==> src/rtl/sprite_line_scheduler_pkg.sv <==
// Shared constants for the sprite line scheduler and its slot buffer.
//   - Sprite table geometry (entry count, entry width, posY field position).
//   - Slot count for the tile drawer bank and the sprite height in lines.
//   - VGA line counter width and the first VGA line of the game area.
//   - Scan FSM state encodings.
package sprite_line_scheduler_pkg;

  localparam int BYTE            = 8;
  localparam int VGA_POSXY_BIT   = 10;
  localparam int GAME_START_POSY = 0;

  localparam int SPRITE_NUM_MAX  = 32;
  localparam int SPRITE_SLOT_NUM = 8;
  localparam int SPRITE_TILE_H   = 8;

  // posY field inside a 32-bit spriteViewRam entry
  localparam int SPRITE_POSY_MSB = 23;
  localparam int SPRITE_POSY_LSB = 16;

  // Scan FSM states
  localparam logic [1:0] IDLE  = 2'd0;
  localparam logic [1:0] SCAN  = 2'd1;
  localparam logic [1:0] DRAIN = 2'd2;

endpackage

==> src/rtl/sprite_slot_buffer.sv <==
// Build/active slot list pair.
//   The build list collects sprite indices in arrival order while a scan runs;
//   swap publishes it to the active list and empties it in the same clock.
// Ports:
//   clk, rstn    clock, synchronous active-low reset
//   swap         publish build list to active list and clear build list
//   push         a sprite hit is presented this clock
//   push_index   sprite index of that hit
//   full         build list already holds SLOT_NUM sprites
//   slot_index   active list, slot k = [k*IDXW +: IDXW]
//   slot_valid   active slot k holds a sprite
//   overflow     active line had more hits than slots
module sprite_slot_buffer
  import sprite_line_scheduler_pkg::*;
#(
  parameter int SLOT_NUM = SPRITE_SLOT_NUM,
  parameter int IDXW     = 5
) (
  input  logic                     clk,
  input  logic                     rstn,
  input  logic                     swap,
  input  logic                     push,
  input  logic [IDXW-1:0]          push_index,
  output logic                     full,
  output logic [SLOT_NUM*IDXW-1:0] slot_index,
  output logic [SLOT_NUM-1:0]      slot_valid,
  output logic                     overflow
);

  localparam int CNTW = $clog2(SLOT_NUM + 1);

  logic [IDXW-1:0]     build_index [SLOT_NUM];
  logic [CNTW-1:0]     build_count;
  logic                build_overflow;
  logic [SLOT_NUM-1:0] build_valid;

  // Slots fill from 0 upward, so the filled slots are exactly those below the count.
  always_comb begin
    // NOTE: default every combinational output first so no path leaves it unassigned (no latch).
    build_valid = '0;
    for (int k = 0; k < SLOT_NUM; k++) begin
      if (k < int'(build_count)) build_valid[k] = 1'b1;
    end
  end

  assign full = (int'(build_count) == SLOT_NUM);

  always_ff @(posedge clk) begin
    // NOTE: registers use non-blocking assignments so every flop samples pre-edge values.
    if (!rstn) begin
      // NOTE: the slot arrays are a handful of flops, not RAM, so they reset like any other state.
      for (int k = 0; k < SLOT_NUM; k++) build_index[k] <= '0;
      build_count    <= '0;
      build_overflow <= 1'b0;
      slot_index     <= '0;
      slot_valid     <= '0;
      overflow       <= 1'b0;
    end else if (swap) begin
      for (int k = 0; k < SLOT_NUM; k++) begin
        slot_index[k*IDXW +: IDXW] <= build_index[k];
        build_index[k]             <= '0;
      end
      slot_valid     <= build_valid;
      overflow       <= build_overflow;
      build_count    <= '0;
      build_overflow <= 1'b0;
    end else if (push) begin
      if (full) begin
        build_overflow <= 1'b1;
      end else begin
        // Only the next free slot is written, so two hits never share a slot.
        for (int k = 0; k < SLOT_NUM; k++) begin
          if (k == int'(build_count)) build_index[k] <= push_index;
        end
        build_count <= build_count + CNTW'(1);
      end
    end
  end

endmodule

==> src/rtl/sprite_line_scheduler.sv <==
// Per-scanline sprite evaluator and scheduler for the tile drawer bank.
//   On each line_start it publishes the slot list built during the previous line,
//   then scans every spriteViewRam entry for the line that follows and records up
//   to SLOT_NUM visible sprite indices, lowest entry index in slot 0.
// Ports:
//   clk, rstn    clock, synchronous active-low reset
//   line_start   one-clock pulse at the start of each VGA line
//   vga_pos_y    VGA line being displayed, sampled on line_start
//   ram_index    spriteViewRam read address
//   ram_data     entry data, valid one clock after ram_index is captured; posY = [23:16]
//   slot_index   active slot indices, slot k = [k*IDXW +: IDXW]
//   slot_valid   active slot k holds a sprite
//   overflow     more than SLOT_NUM sprites hit the active line
//   scan_late    active list is partial because the scan was cut short
//   busy         scan in progress
module sprite_line_scheduler
  import sprite_line_scheduler_pkg::*;
#(
  parameter int SPRITE_NUM  = SPRITE_NUM_MAX,
  parameter int SLOT_NUM    = SPRITE_SLOT_NUM,
  parameter int TILE_H      = SPRITE_TILE_H,
  parameter int START_POSY  = GAME_START_POSY,
  parameter int IDXW        = $clog2(SPRITE_NUM)
) (
  input  logic                     clk,
  input  logic                     rstn,
  input  logic                     line_start,
  input  logic [VGA_POSXY_BIT-1:0] vga_pos_y,
  output logic [IDXW-1:0]          ram_index,
  input  logic [4*BYTE-1:0]        ram_data,
  output logic [SLOT_NUM*IDXW-1:0] slot_index,
  output logic [SLOT_NUM-1:0]      slot_valid,
  output logic                     overflow,
  output logic                     scan_late,
  output logic                     busy
);

  localparam int              YW         = VGA_POSXY_BIT + 1;
  localparam logic [IDXW-1:0] LAST_INDEX = IDXW'(SPRITE_NUM - 1);
  localparam logic [YW-1:0]   START_Y    = YW'(START_POSY);

  logic [1:0]      state;
  logic [8:0]      tgt_y;
  logic [8:0]      tgt_next;
  logic [YW-1:0]   line_y;
  logic            pend;
  logic [IDXW-1:0] eval_index;
  logic [7:0]      pos_y;
  logic            hit;
  logic            push;
  logic            full;
  logic            stop;
  logic            unused_ram_bits;

  // Game line to be drawn next. Anything at or above 256, or below the game
  // area (wraps to a large value), collapses onto bit 8 = "outside, no hits".
  assign line_y   = {1'b0, vga_pos_y} + YW'(1) - START_Y;
  assign tgt_next = {|line_y[YW-1:8], line_y[7:0]};

  assign pos_y = ram_data[SPRITE_POSY_MSB:SPRITE_POSY_LSB];
  // The remaining entry fields are consumed by the tile drawers, not here.
  assign unused_ram_bits = ^{ram_data[4*BYTE-1:SPRITE_POSY_MSB+1], ram_data[SPRITE_POSY_LSB-1:0]};

  // 9-bit compare: a sprite at posY=254 spans 254..261 and must not wrap onto lines 0..5.
  assign hit  = pend && !tgt_y[8]
             && ({1'b0, pos_y} <= tgt_y)
             && (tgt_y < ({1'b0, pos_y} + 9'(TILE_H)));
  assign push = hit && !line_start;
  assign stop = push && full;

  assign busy = (state == SCAN) || (state == DRAIN);

  always_ff @(posedge clk) begin
    if (!rstn) begin
      state      <= IDLE;
      ram_index  <= '0;
      tgt_y      <= '0;
      pend       <= 1'b0;
      eval_index <= '0;
      scan_late  <= 1'b0;
    end else if (line_start) begin
      // A scan still running here never reached the end of the table.
      scan_late <= busy;
      state     <= SCAN;
      ram_index <= '0;
      tgt_y     <= tgt_next;
      pend      <= 1'b0;
    end else begin
      // The RAM captures ram_index at this edge; its data is judged on the next one.
      pend       <= (state == SCAN);
      eval_index <= ram_index;
      case (state)
        SCAN: begin
          if (ram_index == LAST_INDEX) state <= DRAIN;
          else                         ram_index <= ram_index + IDXW'(1);
        end
        DRAIN:   state <= IDLE;
        default: state <= IDLE;
      endcase
      // A hit with no free slot settles the overflow flag; nothing later can change the list.
      if (stop) begin
        state <= IDLE;
        pend  <= 1'b0;
      end
    end
  end

  sprite_slot_buffer #(
    .SLOT_NUM (SLOT_NUM),
    .IDXW     (IDXW)
  ) u_slot_buffer (
    .clk        (clk),
    .rstn       (rstn),
    .swap       (line_start),
    .push       (push),
    .push_index (eval_index),
    .full       (full),
    .slot_index (slot_index),
    .slot_valid (slot_valid),
    .overflow   (overflow)
  );

endmodule

==> config.mk <==
export PLATFORM = sky130hd
export DESIGN_NAME = sprite_line_scheduler
export DESIGN_NICKNAME = d
export VERILOG_FILES = /design/src/rtl/sprite_line_scheduler_pkg.sv /design/src/rtl/sprite_slot_buffer.sv /design/src/rtl/sprite_line_scheduler.sv
export SDC_FILE = /design/constraint.sdc
export NUM_CORES = 1
export LEC_CHECK = 0
export BUFFER_PORTS_ARGS = -buffer_cell sky130_fd_sc_hd__buf_2
export CORE_ASPECT_RATIO = 0.6
export CORE_UTILIZATION = 55
export CTS_CLUSTER_DIAMETER = 80
export DETAILED_ROUTE_END_ITERATION = 10
export PLACE_DENSITY = 0.8
export SYNTH_ARGS = -nofsm -noshare
export SYNTH_HDL_FRONTEND = slang
export SYNTH_SLANG_ARGS = --single-unit
==> constraint.sdc <==
create_clock -name clk -period 6.11 [get_ports clk]
set_clock_uncertainty 0.05 [all_clocks]
set_input_delay 0.611 -clock clk [delete_from_list [all_inputs] [get_ports clk]]
set_output_delay 0.611 -clock clk [all_outputs]
set_load 0.02 [all_outputs]
==> summary.txt <==
Clock network
  – CTS tree: built
  – Hold-fix buffers at CTS: 0
  – CTS sink cnt: around 120
  – # H-tree levels: 4
  – Worst skew pair latency: just over 0.4 ns
  – Clock Tree Buf Depth: 2
  – Clock Pin Slew Worst Setup and Hold Paths: around 0.050 ns
  – Post_cts resized: 0
  – Root Driver: clkbuf_16
  – Num CTS Buffers: 17
  – Post-CTS Setup Inserts: 0

Final layout
  – Fillers: 673
  – Share of post-route cells with drive strength above 1: 0.1926
  – Synth-to-layout area growth: 19.30%
  – Area of the multi-input gates: between 0.002 and 0.0025 mm2
  – Final non-filler cell total: around 700
  – Register area: approximately 0.0027 mm2
  – Util after Layout: 0.6993
  – Layout net count: between 600 and 700
  – ANT cells: 0
  – Design area: slightly above 0.006 mm2

Logic synthesis
  – Xor/xnor share of the synthesized area: 0.02203
  – Synth Area in Simple Gates: 0.1734
  – Cell variety after synth: 38
  – Top cell type's share of synthesized area: 0.3177
  – Cell area after synthesis: 0.005167 mm2
  – Area share of fa/ha/maj cells after synthesis: 0.06295
  – Top FF cell, synth: dfxtp_1
  – Synth Warn #: 0
  – Avg Cell Area, Syn: around 11 um2
  – Most numerous cell in the Yosys netlist: dfxtp_1
  – FFs w/ async S/R, synth: 0
  – Syn nets: between 500 and 600
  – Combinational family with the most area after synthesis: simple AND/OR/NAND/NOR gates
  – Synth area leader: dfxtp_1
  – Area contributors post-synth: dfxtp_1, edfxtp_1, mux2i_1
  – Post-synthesis sequential area ratio: 0.5211
  – Syn Inst Count: roughly 490
  – Mux cell area share after synthesis: 0.1065
  – Commonest cells post-synth: dfxtp_1, mux2i_1, nor2b_1, nor2_1, nand2_1
  – Synth Area in Compound Gates: 0.07845
  – Number of flops mapped to enable cells by yosys: 35
  – Flops & latches, synth: 117

Status
  – Status: completed

GRT
  – Initial antenna violation count: 0
  – GRT Util Overall: 0.2433
  – First-pass GRT wire length: around 18 mm
  – Largest net degree at the start of global routing: 74
  – Global route total overflow: 0
  – Vias in the first global route: about 3.6k

Setup path
  – CP max-delay cell: a211oi_4
  – Crit start category: primary input
  – Crit-path max FO: 17
  – Top cell by count, worst path: and3_1
  – RR Startpoint: tgt_y[3]$_SDFFE_PN0P_
  – Crit path DAT: roughly 3.3 ns
  – Crit-path cells: buf_2, and3_1, nand3_1, ha_1, or4b_1, a21oi_1, inv_1, a211oi_4, and3_1, a21o_1
  – Critical path class: in -> reg
  – Crit path from: ram_data[21]
  – Worst path max stage delay: 0.64 ns
  – Worst setup EP type: register
  – CP required: 6.15 ns

STA
  – Pins Over Slew Limit: 0
  – Max-slew headroom: 0.1547
  – Tcrit/Tclk final: 0.5324
  – Maximum clock rate: ~310 MHz
  – Final-report hold violation count: 0
  – Worst Tran Pin Value: about 1.3 ns
  – Setup violators final: 0
  – Final min period: 3.253 ns
  – Setup TNS: 0 ns
  – Unrepaired setup endpoints after global routing: no

Floorplan
  – CORE AREA: about 0.009 mm2
  – Cell Rows: 26
  – Die X: about 130 um
  – Initial cell density of the core: 0.5861
  – Die height: 77.08 um
  – Die area: approximately 0.0098 mm2
  – I/O pins: approximately 100

Power and ir drop
  – Total power: ~0.0019 W
  – Peak VDD IR: approximately 0.22 mV
  – Cell Pwr Density: roughly 310 mW/mm2
  – Leak Pwr: around 2.7 nW

Routing
  – Final WL: between 10 and 15 mm
  – WL/cell: between 15 and 20 um
  – Post-DR vias/cell: ~5.4
  – Residual DRC: 0
  – Post-route antenna net violation count: 0
  – Initial drt markers: around 350
  – Vias: about 3.8k
  – First-pass detailed-route iteration total: 5

Place
  – Gpl congestion: about 0.91
  – HPWL Detailed: roughly 7.5 mm
  – Dpl cells: approximately 670
  – Placement Cell Area: 0.005622 mm2
  – Port bufs: between 70 and 80

Min path
  – Hold Path Class: in -> reg
  – Worst Hold Launch: vga_pos_y[9]

Run
  – Max cap viols: 0
## flip-flops by register name, indices dropped and copies added, names as in the netlist
name,flops
eval_index,5
scan_late,1
pend,1
ram_index,5
u_slot_buffer.build_index,40
u_slot_buffer.overflow,1
u_slot_buffer.slot_index,40
u_slot_buffer.build_count,4
u_slot_buffer.slot_valid,8
u_slot_buffer.build_overflow,1
tgt_y,9
state,2
## cells by family after synthesis
kind of cell	count (synthesis)
and+or+nand+nor	176
DFF	117
muxes	55
AOI/OAI and AO/OA	52
buffers and inverters	47
adders and majority gates	26
xor gates and xnor gates	13
## power breakdown
group	switching [W]	internal (W)	total [W]
Combinational	0.0000824	0.0000584	0.000141
Clock	0.000325	0.000588	0.000913
Sequential	0.0000152	0.000825	0.000840
Total	0.000422	0.00147	0.00189
## cells in the final DEF (no fill, tap or decap), types with 7 or more instances in the layout
cell and n:
nand3_1 16, xnor2_1 7, o21ai_0 7, nor2_1 47
nand2_1 37, edfxtp_1 35, a21oi_1 7, o211a_1 11
ha_1 26, inv_1 22, dfxtp_1 82, mux2i_1 55
nor2b_1 52, buf_2 75, clkbuf_16 17, clkbuf_1 7
## worst max-delay path, delay by kind of cell
family	cells	cell delay, ns
buffers and inverters	2	0.26
AND/OR/NAND/NOR	4	1.10
adder cells (fa/ha/maj)	1	0.19
AO/OA/AOI/OAI	3	1.13
## routing by layer
layer / part of all wire / track usage
met1: 0.50 / 0.3411
met2: 0.43 / 0.3511
met3: 0.055 / 0.06281
met4: 0.012 / 0.1107
met5: 0 / 0
## final timing paths
check	endpoint	slack, ns	cells after the start
worst max-delay path	u_slot_buffer.build_index[6][4]$_SDFFCE_PN0P_	2.86	10
worst min-delay path	tgt_y[8]$_SDFFE_PN0P_	0.42	3
worst max register to register	u_slot_buffer.build_index[6][4]$_SDFFCE_PN0P_	3.04	8
worst min register to register	u_slot_buffer.slot_valid[3]$_SDFFE_PN0P_	0.43	1
## through the flow
step                      setup slack, ns  hold slack [ns]
after global routing                2.661           0.4315
after CTS                           2.882           0.4072
final                               2.857           0.4193
after global placement              2.691           0.3930
after detailed placement            2.562           0.4168
after floorplan                     3.261           0.3844
## area by class of cell
type | count | share of cell area
Sequential cell | 117 | 0.4368
Timing Repair Buffer | 78 | 0.06454
Inverter | 22 | 0.01340
Multi-Input combinational cell | 322 | 0.3716
Clock buffer | 27 | 0.07997
Clock inverter | 5 | 0.008119
Tap cell | 126 | 0.02557
No activity file was read; power rests on OpenSTA's default activity.
